`src/rtl/filter_arbiter.sv`:
```
// Round-robin, credit-limited sharing of one fixed-latency FilterBlock among N requesters.
// Define FILTER_ARB_STATS_EN to add per-requester saturating grant counters (stat_grants).
module filter_arbiter #(
  parameter int unsigned N       = 4,
  parameter int unsigned LATENCY = 2,
  parameter int unsigned MAX_OUT = 3
) (
  input  logic            clk,
  input  logic            reset,
  input  logic            enable,
  input  logic [N-1:0]    req_valid,
  input  logic [N*16-1:0] req_data,
  input  logic [N-1:0]    req_parity,
  output logic [N-1:0]    req_ready,
  output logic [15:0]     f_x_data,
  output logic            f_x_valid,
  output logic            f_x_parity,
  input  logic [15:0]     f_y_data,
  input  logic            f_y_valid,
  input  logic            f_y_parity,
  output logic [N-1:0]    rsp_valid,
  output logic [15:0]     rsp_data,
  output logic            rsp_parity,
  output logic            idle,
  output logic            err
`ifdef FILTER_ARB_STATS_EN
  ,
  output logic [N*16-1:0] stat_grants
`endif
);

  localparam int unsigned IDW = (N > 1) ? $clog2(N) : 1;
  localparam int unsigned CW  = $clog2(MAX_OUT + 1);
  localparam int unsigned GW  = $clog2(LATENCY + 1);

  logic [IDW-1:0] rr;
  logic [IDW-1:0] gnt_id;
  logic [IDW-1:0] scan;
  logic           gnt_any;
  logic [N-1:0]   eligible;
  logic [15:0]    data_arr [N];
  logic [CW-1:0]  out_cnt [N];
  logic           tag_v [LATENCY+1];
  logic [IDW-1:0] tag_id [LATENCY+1];
  logic [GW-1:0]  guard;

  for (genvar gi = 0; gi < N; gi++) begin : g_lane
    assign data_arr[gi] = req_data[gi*16 +: 16];
    assign eligible[gi] = req_valid[gi] & (out_cnt[gi] < CW'(MAX_OUT)) & enable;
  end

  // Rotating-priority scan starting just after the last winner
  always_comb begin
    req_ready = '0;
    gnt_any   = 1'b0;
    gnt_id    = '0;
    scan      = '0;
    for (int k = 1; k <= N; k++) begin
      scan = IDW'((int'(rr) + k) % N);
      if (!gnt_any && eligible[scan]) begin
        gnt_any = 1'b1;
        gnt_id  = scan;
      end
    end
    if (gnt_any) req_ready[gnt_id] = 1'b1;
  end

  always_comb begin
    idle = 1'b1;
    for (int i = 0; i < N; i++) begin
      if (out_cnt[i] != '0) idle = 1'b0;
    end
  end

  // guard masks filter results from words issued before reset for LATENCY cycles
  always_ff @(posedge clk or posedge reset) begin
    if (reset) begin
      rr         <= IDW'(N - 1);
      f_x_valid  <= 1'b0;
      f_x_data   <= '0;
      f_x_parity <= 1'b0;
      rsp_valid  <= '0;
      rsp_data   <= '0;
      rsp_parity <= 1'b0;
      err        <= 1'b0;
      guard      <= GW'(LATENCY);
      for (int i = 0; i < N; i++) out_cnt[i] <= '0;
      for (int s = 0; s <= LATENCY; s++) begin
        tag_v[s]  <= 1'b0;
        tag_id[s] <= '0;
      end
    end else begin
      f_x_valid <= gnt_any;
      if (gnt_any) begin
        rr         <= gnt_id;
        f_x_data   <= data_arr[gnt_id];
        f_x_parity <= req_parity[gnt_id];
      end

      tag_v[0]  <= gnt_any;
      tag_id[0] <= gnt_id;
      for (int s = 1; s <= LATENCY; s++) begin
        tag_v[s]  <= tag_v[s-1];
        tag_id[s] <= tag_id[s-1];
      end

      rsp_valid <= tag_v[LATENCY] ? ({{(N-1){1'b0}}, 1'b1} << tag_id[LATENCY]) : '0;
      if (tag_v[LATENCY]) begin
        rsp_data   <= f_y_data;
        rsp_parity <= f_y_parity;
      end

      if (guard != '0) guard <= guard - GW'(1);
      else if (tag_v[LATENCY] != f_y_valid) err <= 1'b1;

      for (int i = 0; i < N; i++) begin
        case ({req_ready[i], rsp_valid[i]})
          2'b10:   out_cnt[i] <= out_cnt[i] + CW'(1);
          2'b01:   out_cnt[i] <= out_cnt[i] - CW'(1);
          default: out_cnt[i] <= out_cnt[i];
        endcase
      end
    end
  end

`ifdef FILTER_ARB_STATS_EN
  logic [15:0] grant_cnt [N];

  // Saturating per-requester grant counters
  always_ff @(posedge clk or posedge reset) begin
    if (reset) begin
      for (int i = 0; i < N; i++) grant_cnt[i] <= '0;
    end else begin
      for (int i = 0; i < N; i++) begin
        if (req_ready[i] && (grant_cnt[i] != 16'hFFFF)) grant_cnt[i] <= grant_cnt[i] + 16'd1;
      end
    end
  end

  for (genvar gi = 0; gi < N; gi++) begin : g_stat
    assign stat_grants[gi*16 +: 16] = grant_cnt[gi];
  end
`endif

endmodule
```
`config.mk`:
```
export PLATFORM = sky130hd
export DESIGN_NAME = filter_arbiter
export DESIGN_NICKNAME = d
export VERILOG_FILES = /design/src/rtl/filter_arbiter.sv
export SDC_FILE = /design/constraint.sdc
export NUM_CORES = 1
export LEC_CHECK = 0
export BUFFER_PORTS_ARGS = -buffer_cell sky130_fd_sc_hd__buf_2
export CAP_MARGIN = 20
export CORE_MARGIN = 1.5
export CORE_UTILIZATION = 47
export DETAILED_ROUTE_END_ITERATION = 6
export PLACE_DENSITY_LB_ADDON = 0.1
export SYNTH_ARGS = -nofsm -noshare
export SYNTH_HDL_FRONTEND = slang
export SYNTH_SLANG_ARGS = --single-unit
```
`constraint.sdc`:
```
create_clock -name clk -period 2.97 [get_ports clk]
set_input_delay 0.1485 -clock clk [delete_from_list [all_inputs] [get_ports clk]]
set_output_delay 0.1485 -clock clk [all_outputs]
set_load 0.005 [all_outputs]
```
# ---- Word-level counts from Yosys, hierarchy flattened
# Index checks and enable logic that the tools add are counted.
# W data, S select, Z words.
dict set report classes {
  n_addsub 13
  multipliers 0
  n_div 0
  n_lt_le_gt_ge 11
  eq_ne 9
  shift 1
  muxes 33
  n_bitwise 10
  n_reduce_logical 17
}
# op n
set op_table {}
lappend op_table {{$bmux W16 S2} 1}
lappend op_table {{$mux W16} 2}
lappend op_table {{$reduce_bool A2 Y1} 9}
lappend op_table {{$pmux W2 S2} 4}
lappend op_table {{$lt A2 B3 Y1 const B} 5}
lappend op_table {{$mux W1} 14}
lappend op_table {{$add A2 B1 Y2 const B} 6}
lappend op_table {{$bmux W1 S2} 5}
lappend op_table {{$sub A2 B1 Y2 const B} 5}
lappend op_table {{$and A1 B1 Y1} 8}
lappend op_table {{$eq A2 B1 Y1 const B} 4}
lappend op_table {{$eq A2 B2 Y1 const B} 4}
lappend op_table {{$lt A2 B2 Y1 const B} 4}
lappend op_table {{$mux W2} 4}
lappend op_table {{$mux W4} 2}
lappend op_table {{$add A2 B2 Y2 const B} 2}
lappend op_table {{$logic_and A1 B1 Y1} 4}
lappend op_table {{$shl A1 B2 Y4 const A} 1}
lappend op_table {{$ge A3 B3 Y1 const B} 1}
lappend op_table {{$logic_not A1 Y1} 3}
lappend op_table {{$not A2 Y3} 1}
lappend op_table {{$demux W1 S2} 1}
lappend op_table {{$ge A2 B1 Y1 const B} 1}
lappend op_table {{$reduce_and A2 Y1} 1}
lappend op_table {{2 further kinds} 2}
dict set report totals {
  regBits 60
  latchBits 0
  ram_bits 0
  romBits 0
  in_bits 93
  memories 0
}

# ---- Longest topological paths before layout
# Gate-level depths: netlist (run 1).
dict set report depth {
  depth_word 22
  ltp_mapped 11
  depth_no_buf 10
}

# ---- Worst setup path before layout (run 1)
# No wires, ideal clock.
dict set report synth_timing {
  kind {register -> register}
  from {register out_cnt[4] in the netlist's numbering}
  to {register out_cnt[5] in the netlist's numbering}
  setup_time_ns 0.079
  arrival_time_ns 2.149
  t_required_ns 2.891
  path_slack_ns 0.742
  path_stages_with_launch 10
  path_cell_list {dfrtp_1 and2_2 or2_2 o21ai_0 a221oi_2 buf_4 or2_1 ha_1 nor2_1 xor2_1}
}
dict set report synth_via {
  elab_chain_len 22
  elab_cells_between_ends 37
  classes_between {add/sub (2); order compare (3); eq/ne (2); mux (20); bitwise (2); reduce/logical (8)}
}
# element line
set synth_rtl {}
lappend synth_rtl {{start, declared} 42} ;# logic [CW-1:0] out_cnt [N];
lappend synth_rtl {{start signal, assigned by index} 118} ;# 2'b10: out_cnt[i] <= out_cnt[i] + CW'(1);
lappend synth_rtl {{start signal, assigned by index} 119} ;# 2'b01: out_cnt[i] <= out_cnt[i] - CW'(1);
lappend synth_rtl {{start signal, assigned by index} 120} ;# default: out_cnt[i] <= out_cnt[i];
lappend synth_rtl {{$lt A2 B2 Y1} 49} ;# assign eligible[gi] = req_valid[gi] & (out_cnt[gi] < CW'(MAX_OUT)) & enable;
lappend synth_rtl {{$and A1 B1 Y1 (2 in series)} 49}
lappend synth_rtl {{$bmux W1 S2} 60} ;# if (!gnt_any && eligible[scan]) begin
lappend synth_rtl {{$mux W1 (implied by the code)} 60}
lappend synth_rtl {{$mux W1} 60}
lappend synth_rtl {{$logic_not A1 Y1} 60}
lappend synth_rtl {{$logic_and A1 B1 Y1} 60}
lappend synth_rtl {{$mux W1} 60}
lappend synth_rtl {{(+5 left out)} -}
lappend synth_rtl {{$mux W2} 60}
lappend synth_rtl {{$lt A2 B3 Y1 (implied by the code) / $ge A2 B1 Y1 (equally long branches)} 65} ;# if (gnt_any) req_ready[gnt_id] = 1'b1;
lappend synth_rtl {{$logic_and A1 B1 Y1 (implied by the code)} 65}
lappend synth_rtl {{$mux W1 (implied by the code)} 65}
lappend synth_rtl {{$demux W1 S2} 65}
lappend synth_rtl {{$mux W4} 65}
lappend synth_rtl {{$eq A2 B1 Y1 / $eq A2 B2 Y1 (equally long branches)} 117} ;# case ({req_ready[i], rsp_valid[i]})
lappend synth_rtl {{$pmux W2 S2 / $reduce_bool A2 Y1 (equally long branches)} -}
# Parallel ways exist; a longest one is shown, timed or not. The select of a mux whose other input is x is not followed.
# A chain may end at the register's enable or synchronous reset.

# ---- Worst setup path after layout (run 1)
# Ends and elaborated chain as after synthesis.

==> results of run 1 <==
power by group through the flow:
stage / sequential, mW / clock [mW] / combinational, mW
detailed placement: 1.44 / 0 / 1.52
global placement: 1.43 / 0 / 1.49
floorplan: 1.38 / 0 / 1.06
finish: 1.43 / 0.792 / 1.51
global route: 1.48 / 0.848 / 1.70
CTS: 1.43 / 0.813 / 1.53
metal layers:
metal	up-vias	wire (um)	global-route usage, %
met5	-	0	0
met4	0	119	6.17
met3	12	525	8.13
met2	106	3460	36.4
met1	1255	3000	29.4
li1	1293	-	-
synth_stat cells, drive strengths merged (2+ instances only):
| cell | number | area share, % |
|---|---|---|
| xnor2 | 9 | 2.6 |
| nor2 | 29 | 3.6 |
| mux2i | 2 | 0.67 |
| and2 | 4 | 0.96 |
| o211ai | 2 | 0.50 |
| dfrtp | 57 | 48 |
| xor2 | 5 | 1.5 |
| mux2 | 17 | 6.4 |
| inv | 11 | 1.4 |
| nor2b | 18 | 3.8 |
| clkbuf | 3 | 0.38 |
| or2 | 3 | 0.63 |
| nand3 | 34 | 5.9 |
| buf | 14 | 3.0 |
| or4 | 2 | 0.50 |
| dfstp | 3 | 2.6 |
| nand2 | 12 | 1.5 |
| a31oi | 19 | 4.0 |
| a21oi | 3 | 0.50 |
| a221oi | 17 | 5.4 |
| ha | 5 | 2.1 |
flip-flops by register name (all words and copies together), names as in the netlist, 2 cells and up:
register   cells
rr             2
f_x_data      16
out_cnt        8
tag_v          3
guard          2
rsp_valid      4
tag_id         6
rsp_data      16
metrics by stage:
step / setup WS, ns / hold WS, ns / util (%) / instances
after floorplan: 0.742 / 0.300 / - / 283
after global placement: 0.835 / 0.258 / 61.9 / 484
after detailed placement: 0.764 / 0.266 / 61.9 / 484
after CTS: 0.667 / 0.0275 / 65.6 / 501
after global routing: 0.504 / 0.0226 / 65.6 / 501
final: 0.673 / 0.0452 / 65.6 / 501
cell type report:
type	instances	area (um^2)
well taps	75	93.8
clock buffers	10	128
flip-flops and latches	60	1510
repair buffers	144	753
inverters	11	41.3
multi-input cells	195	1340
fillers	522	2070
clock inverters	6	88.8
how the worst max path moves through the flow:
stage,to,slack [ns]
2_1_floorplan,out_cnt[5]$_DFFE_PP0P_,0.74
3_5_place_dp,out_cnt[5]$_DFFE_PP0P_,0.76
5_1_grt,f_x_data[7]$_DFFE_PP0P_,0.50
4_1_cts,out_cnt[5]$_DFFE_PP0P_,0.67
6_report,out_cnt[5]$_DFFE_PP0P_,0.67
3_3_place_gp,out_cnt[5]$_DFFE_PP0P_,0.83
worst reg2reg max path, cell delays in order, from the launching register on:
cell	delay, ns
sky130_fd_sc_hd__dfrtp_1	0.42
sky130_fd_sc_hd__and2_2	0.24
sky130_fd_sc_hd__or2_2	0.31
sky130_fd_sc_hd__o21ai_0	0.25
sky130_fd_sc_hd__a221oi_2	0.12
sky130_fd_sc_hd__or2_1	0.27
sky130_fd_sc_hd__ha_1	0.33
sky130_fd_sc_hd__nor2_1	0.15
sky130_fd_sc_hd__xor2_1	0.15
what timing repair did:
item                                   in CTS  in global routing
endpoints found under the hold margin      27                  0
hold buffers                                1                  0
setup buffers                               0                  0
cells by family after synthesis:
| family | share of synthesized area, % |
|---|---|
| and+or+nand+nor | 18.0 |
| DFF | 50.3 |
| AOI/OAI and AO/OA | 13.7 |
| buffers and inverters | 4.73 |
| muxes | 7.07 |
| xor gates and xnor gates | 4.10 |
| adders and majority gates | 2.09 |
==> results.txt, run 1 <==
* Status: finished, final reports clean
- Area of all placed cells without fillers: 3950 um^2
- Die H: 82.8 um
- Broken down by cell family, the worst path's largest delay share belongs to simple AND/OR/NAND/NOR gates.
- Count of boundary I/O pins: 138
* Worst min path class: in2reg
- Worst Tran Pin Value: 0.835 ns
* Required @ worst endpoint: 3.23 ns
- After floorplanning, the core was sized to cover 6030 um^2.
- The area growth from synthesis to layout is 32.2%.
- Type of element capturing the critical path: register
* Row cnt: 28
- The initial utilization of the core area, before any placement, comes to 49.6%.
- Part of the power in the clock network: 21.3%
- Number of flops mapped to enable cells by yosys: 0
* Clock Sink Count: 60
* Startpoint of the most critical setup path: out_cnt[4]$_DFFE_PP0P_
* Logic depth of the worst register-to-register path: 8
- Root buffer cell: sky130_fd_sc_hd__clkbuf_8
- Syn Inst Count: 283
- Maximum clock frequency: 435 MHz
* Proportion of synthesized chip area in sequential cells: 50.3%
- DR iter-0 viols: 78
- Register bit total from synthesis: 60
- Global-route wire length before repair: 11500 um
- Post-synthesis cell area: 2990 um^2
* # setup viols final: 0
- After clock tree synthesis, the clock-pin slew on the worst setup and hold paths is 0.07 ns.
* Period utilisation layout: 77.3%
* Largest clock skew in the final design: 0.00874 ns
- Data arrives at the worst endpoint at 2.55 ns.
- Via Count: 2666
- Vias in the first global route: 2490
- Share of synthesized registers carrying an async set or reset: 100%
- Sequential group share of total power: 38.3%
- The initial antenna violation count was 0.
- The average instance in the mapped netlist occupies 10.6 um^2.
- Proportion of layout cells with a drive suffix above 1: 44.6%
- Fin crit period: 2.30 ns
- CTS Buf Count: 9
* Fraction of power spent switching nets: 36.8%
* Worst-path cell with the longest stage delay: sky130_fd_sc_hd__dfrtp_1
- Leaving out fill and tap cells, the most frequent cells in the layout are sky130_fd_sc_hd__buf_2, sky130_fd_sc_hd__dfrtp_1, sky130_fd_sc_hd__nand3_1, sky130_fd_sc_hd__nor2_1, sky130_fd_sc_hd__a31oi_1.
- After legalization and detailed placement, the total HPWL measured 5300 um.
- In this run the critical register-to-register path is launched from out_cnt[4]$_DFFE_PP0P_.
- Routed length per placed instance: 14.2 um
- The number of endpoints with negative hold slack in the final report was 0.
* Startpoint class of the critical path: register
* Hold Crit Endpoint: rsp_data[10]$_DFFE_PP0P_
- Final net count: 519
- DRC violation count after routing: 0
- Post-synth cell types: 43
- Summing all placed instances gives a cell area of 3730 um^2.
- Final wirelength: 7110 um
- TritonCTS built the clock tree.
* Unrepaired setup endpoints after global routing: no
- Post-cts repair resize count: 0
* GR Overflow Total: 0
* Int Power: 2.35 mW
- Routability-driven placement finished with a final weighted congestion of 0.886.
- Net Switching: 1.37 mW
- The number of antenna diodes in the final layout is 0.
- Peak supply drop: 0.610 mV
- Entering global routing, the biggest net connects 53 pins.
- Along the worst hold path, the cell count comes to 2.
* Slowest cell delay on critical path: 0.42 ns
- The signal on the critical path passes through and2_2 -> or2_2 -> o21ai_0 -> a221oi_2 -> or2_1 -> ha_1 -> nor2_1 -> xor2_1.
- Level count of the clock H-tree: 3
- At the later pin of the worst-skew pair, clock insertion delay measures 0.33 ns.
- Count of warnings emitted by yosys: 0
- Reg-to-reg slack, setup: 0.67 ns
* Most frequent standard cell in the layout excluding fill and tap cells: sky130_fd_sc_hd__buf_2
* Relative max-transition margin: 44.3%
- Port Buffer Count: 137
- Biggest fanout along the worst timing path: 4
- In this run the critical register-to-register path is captured at out_cnt[5]$_DFFE_PP0P_.
- Number of search-and-repair iterations in the first detailed-routing pass: 4
* Final Power: 3.72 mW
* CP bufs+invs: 0
* Post-DRT Antenna Nets: 0
- Number of slew-limit violations in the final report: 0
- For this run, the leading register cell type out of synthesis is sky130_fd_sc_hd__dfrtp_1.
- Summed negative setup slack over all endpoints: 0 ns
- Synthesis produced a netlist with a net count of 381.
* Leakage power: 1.88 nW
* Number of vias per cell after detailed routing: 5.32
* Max-Cap Viols: 0
- The critical path is of the reg2reg type.
- In this run the number of cells on the critical path is 8.
- Global routing consumed, over all layers together, 22.8% of the routing resources.
- Dividing total power by cell area gives a power density of 942 nW/um^2.
- Area enclosed by the die boundary: 6850 um^2
- In this run the deepest clock path goes through 2 buffers.
- Combinational group share of total power: 40.5%
* Width of the chip: 82.8 um
- The startpoint identified for the worst hold timing path is f_y_data[10].
Note: power is estimated with default switching activity, not from simulation.
==> run 2: changes to the inputs <==
--- a/config.mk
+++ b/config.mk
@@ -5,10 +5,11 @@
 export SDC_FILE = /design/constraint.sdc
 export NUM_CORES = 1
 export LEC_CHECK = 0
+export ABC_AREA = 1
 export BUFFER_PORTS_ARGS = -buffer_cell sky130_fd_sc_hd__buf_2
 export CAP_MARGIN = 20
 export CORE_MARGIN = 1.5
-export CORE_UTILIZATION = 47
+export CORE_UTILIZATION = 44
 export DETAILED_ROUTE_END_ITERATION = 6
 export PLACE_DENSITY_LB_ADDON = 0.1
 export SYNTH_ARGS = -nofsm -noshare
==> constraint.sdc (replaced) <==
create_clock -name clk -period 2.1 [get_ports clk]
set_input_delay 0.105 -clock clk [delete_from_list [all_inputs] [get_ports clk]]
set_output_delay 0.105 -clock clk [all_outputs]
set_load 0.005 [all_outputs]
==> results.txt, run 2 <==
* GR Overflow Total: 0
- TritonCTS created 9 clock buffers.
* Initial antenna violation count: 0
- The share of the Yosys chip area taken by registers is 44.0%.
* Worst-path cell with the longest stage delay: sky130_fd_sc_hd__dfstp_2
- Counting every net in the synthesized netlist gives 547.
* Proportion of layout cells with a drive suffix above 1: 41.7%
- Worst min path class: in2reg
* Part of the power in the clock network: 9.9%
- Of all nets on the critical path, the largest fanout is 4.
* Starting utilization of the core area: 46.2%
- Count of warnings emitted by yosys: 0
* Library cell with the highest instance count after synthesis: sky130_fd_sc_hd__nand2_1
- In this run the static leakage power is 2.78 nW.
- Dividing the detail-routed wire length by the instance count gives 12.5 um.
* Final net count: 733
- Share of synthesized registers carrying an async set or reset: 100%
- Ant diodes: 0
* Start of the worst register-to-register path: rr[0]$_DFFE_PP1P_
* Number of vias per cell after detailed routing: 4.69
* Reg-to-reg slack, setup: -0.26 ns
- Required @ worst endpoint: 2.32 ns
- In this run the critical register-to-register path is captured at out_cnt[7]$_DFFE_PP0P_.
- The largest registers in the layout are f_x_data (16), rsp_data (16), out_cnt (8).
- Utilization after layout: 67.7%
- In this run the cell area of the synthesized design comes to 3420 um^2.
- The signal on the critical path passes through buf_6 -> xor2_2 -> nand3_1 -> nand2_2 -> inv_2 -> nand4_1 -> nand2_1 -> nor2_4 -> buf_6 -> nand3_4 -> ha_4 -> a21oi_2 -> o21ai_1 -> xnor2_1.
* Cells taking the most area after synthesis: sky130_fd_sc_hd__dfrtp_1, sky130_fd_sc_hd__nand2_1, sky130_fd_sc_hd__nand3_1, sky130_fd_sc_hd__nand2_2, sky130_fd_sc_hd__dfstp_2
* Endpoints failing hold: 0
* DR iter-0 viols: 165
- Via Count: 3469
- Unrepaired setup endpoints after global routing: yes
* Synth-to-layout area growth: 46.5%
- Width of the chip: 91.2 um
- Summed over its instances, the top area cell type makes up 41.7% of the synthesized netlist area.
- Type of element capturing the critical path: register
- Setup slack on the critical path of the routed design comes to -0.263 ns.
- The checks that failed: setup timing.
- The detail route stage leaves a number of antenna-violating nets equal to 0.
* Sequential group share of total power: 19.1%
* Net Switching: 4.84 mW
- Critical path type: reg2reg
- Status: complete, but fails checks
- The worst path uses 113% of the clock period.
* Clock transition at path regs: 0.07 ns
- Synthesis inferred 60 register bits.
- The clock reaches the later pin of the worst-skew pair after 0.33 ns.
- Net switching is 46.2% of the power.
- After routing the design area is 5020 um^2.
* Root buffer cell: sky130_fd_sc_hd__clkbuf_8
- Average cell area after synthesis: 7.62 um^2
* Post-DP HPWL: 6410 um
* Most frequent standard cell in the layout excluding fill and tap cells: sky130_fd_sc_hd__nand2_1
* Number of flops mapped to enable cells by yosys: 0
- Most area-hungry cell type in the Yosys netlist: sky130_fd_sc_hd__dfrtp_1
- Pwr/cell area: 2090 nW/um^2
- Worst Tran Pin Value: 0.744 ns
- The commonest cells after synthesis are sky130_fd_sc_hd__nand2_1, sky130_fd_sc_hd__dfrtp_1, sky130_fd_sc_hd__nand3_1, sky130_fd_sc_hd__nand2_2, sky130_fd_sc_hd__inv_1.
- The number of max-slew violations in the final report is 0.
* Peak supply drop: 0.999 mV
- Syn Inst Count: 449
- For this design the top-level I/O count stands at 138.
- The number of cells on the worst reg-to-reg path is 14.
- Vias in the first global route: 3349
- Across every metal layer, demand over resource in global routing totals 23.6%.
- Static timing analysis puts the maximum clock frequency at 423 MHz.
- In this run the most critical hold path is launched from f_y_valid.
* Relative max-transition margin: 50.4%
- Slowest cell delay on critical path: 0.54 ns
- Max-Cap Viols: 0
* Area of the placeable core: 7410 um^2
- TritonCTS built the clock tree.
- After filler insertion, the fill cell instance count of the layout stands at 630.
* Pin count of the biggest net entering global routing: 61
- Hold Crit Endpoint: err$_DFFE_PP0P_
* Row cnt: 31
- By instance count, the cell type seen most on the critical path is sky130_fd_sc_hd__buf_6.
* Int Power: 5.65 mW
- The clock arrives with 0.00699 ns of skew.
- Setup violations remaining at the end of the flow were counted as 29.
- Hold depth: 3
* Startpoint class of the critical path: register
- Placer Congestion: 0.790
- The routed design could run at a clock period as short as 2.36 ns.
- In this run the number of H-tree levels came out at 3.
- The count of buffers added on input and output ports is 137.
- Area enclosed by the die boundary: 8320 um^2
* Global-route wire length before repair: 15600 um
* DRC violation count after routing: 0
- For this block, the routed nets add up to 9210 um of wire.
- Maximum root-to-sink buffer count: 2
- The most used flip-flop cell after synthesis is sky130_fd_sc_hd__dfrtp_1.
- The pre-antenna-repair detailed-routing pass consisted of 6 iterations.
* Clock Sink Count: 60
- Area post-placement: 4470 um^2
- Leaving out fill and tap cells, the most frequent cells in the layout are sky130_fd_sc_hd__nand2_1, sky130_fd_sc_hd__buf_2, sky130_fd_sc_hd__dfrtp_1, sky130_fd_sc_hd__nand3_1, sky130_fd_sc_hd__buf_4.
- WP data arrival: 2.58 ns
* Post-synth cell types: 34
* Die H: 91.2 um
* Combinational group share of total power: 71.0%
[run 2: changes by cell type after synthesis, moves of 5 or more]
cell and delta:
sky130_fd_sc_hd__nand2_2 +20, sky130_fd_sc_hd__o21ai_0 +5, sky130_fd_sc_hd__a221oi_1 -15, sky130_fd_sc_hd__nor3_1 +5
sky130_fd_sc_hd__xor2_1 -5, sky130_fd_sc_hd__nand2_1 +215, sky130_fd_sc_hd__nor2b_1 -18, sky130_fd_sc_hd__inv_1 +5
sky130_fd_sc_hd__nor2_1 -23, sky130_fd_sc_hd__mux2_2 -17, sky130_fd_sc_hd__a31oi_1 -18, sky130_fd_sc_hd__nand3_1 +11
[run 2: layer usage]
metal | routed length (um) | GRT usage, % | part of all wire, %
met1 | 3990 | 29.8 | 43
met2 | 4510 | 39.9 | 49
met3 | 551 | 6.45 | 6.0
met4 | 147 | 6.12 | 1.6
met5 | 0 | 0 | 0
[run 2: worst max-delay path by stage]
stage,from,end,slack [ns],cells past startpoint
global route,rr[0]$_DFFE_PP1P_,out_cnt[7]$_DFFE_PP0P_,-0.39,14
detailed placement,rr[0]$_DFFE_PP1P_,out_cnt[3]$_DFFE_PP0P_,-0.32,12
CTS,rr[0]$_DFFE_PP1P_,req_ready[2],-0.18,12
global placement,rr[0]$_DFFE_PP1P_,out_cnt[7]$_DFFE_PP0P_,-0.24,13
floorplan,rr[0]$_DFFE_PP1P_,out_cnt[5]$_DFFE_PP0P_,-0.16,16
finish,rr[0]$_DFFE_PP1P_,out_cnt[7]$_DFFE_PP0P_,-0.26,14
[run 2: final cells by class]
cell class	instances	area [um^2]	share of cell area (%)
Multi-Input combinational cell	346	1840	36.7
Tap cell	99	124	2.47
Sequential cell	60	1510	30.0
Clock buffer	10	138	2.74
Inverter	20	80.1	1.60
Clock inverter	6	63.8	1.27
Timing Repair Buffer	198	1260	25.2
[run 2: power groups by stage]
stage | Combinational (mW) | Sequential, mW | Clock [mW]
final | 7.45 | 2.00 | 1.04
after global routing | 8.29 | 2.06 | 1.12
after CTS | 7.07 | 2.00 | 1.07
after detailed placement | 6.61 | 2.05 | 0
after global placement | 6.51 | 2.05 | 0
after floorplan | 4.86 | 2.04 | 0
[run 2: worst max-delay path: cells and delay by family (launching register included)]
kind | cells | cell delay [ns]
simple gates | 6 | 0.62
flops | 1 | 0.54
fa+ha+maj | 1 | 0.23
xor+xnor | 2 | 0.30
buf+inv | 3 | 0.32
compound gates | 2 | 0.23
[run 2: what timing repair did]
action | 4_1_cts | 5_1_grt
hold buffers | 18 | 0
gates resized for setup | 16 | 13
setup buffers | 4 | 3
setup endpoints to repair | 30 | 30
pin swaps | 13 | 8
endpoints found under the hold margin | 18 | 0
[run 2: cells by family (layout without fill, tap and decap cells)]
family | Yosys count | in the layout | synth area share (%)
xor gates and xnor gates | 11 | 11 | 3.58
buffers and inverters | 43 | 234 | 7.57
DFF | 60 | 60 | 44.0
and+or+nand+nor | 316 | 316 | 40.8
adders and majority gates | 5 | 5 | 1.83
AOI/OAI and AO/OA | 14 | 14 | 2.30
[run 2: through the flow]
stage	TNS (ns)	setup slack [ns]	std cells	total power [mW]	hold WS [ns]
after floorplan	-0.576	-0.158	449	6.89	0.217
after global placement	-4.03	-0.237	698	8.55	0.305
after detailed placement	-5.04	-0.317	698	8.67	0.308
after CTS	-3.53	-0.183	736	10.1	0.0828
final	-4.16	-0.263	739	10.5	0.0992
after global routing	-7.87	-0.386	739	11.5	0.0871
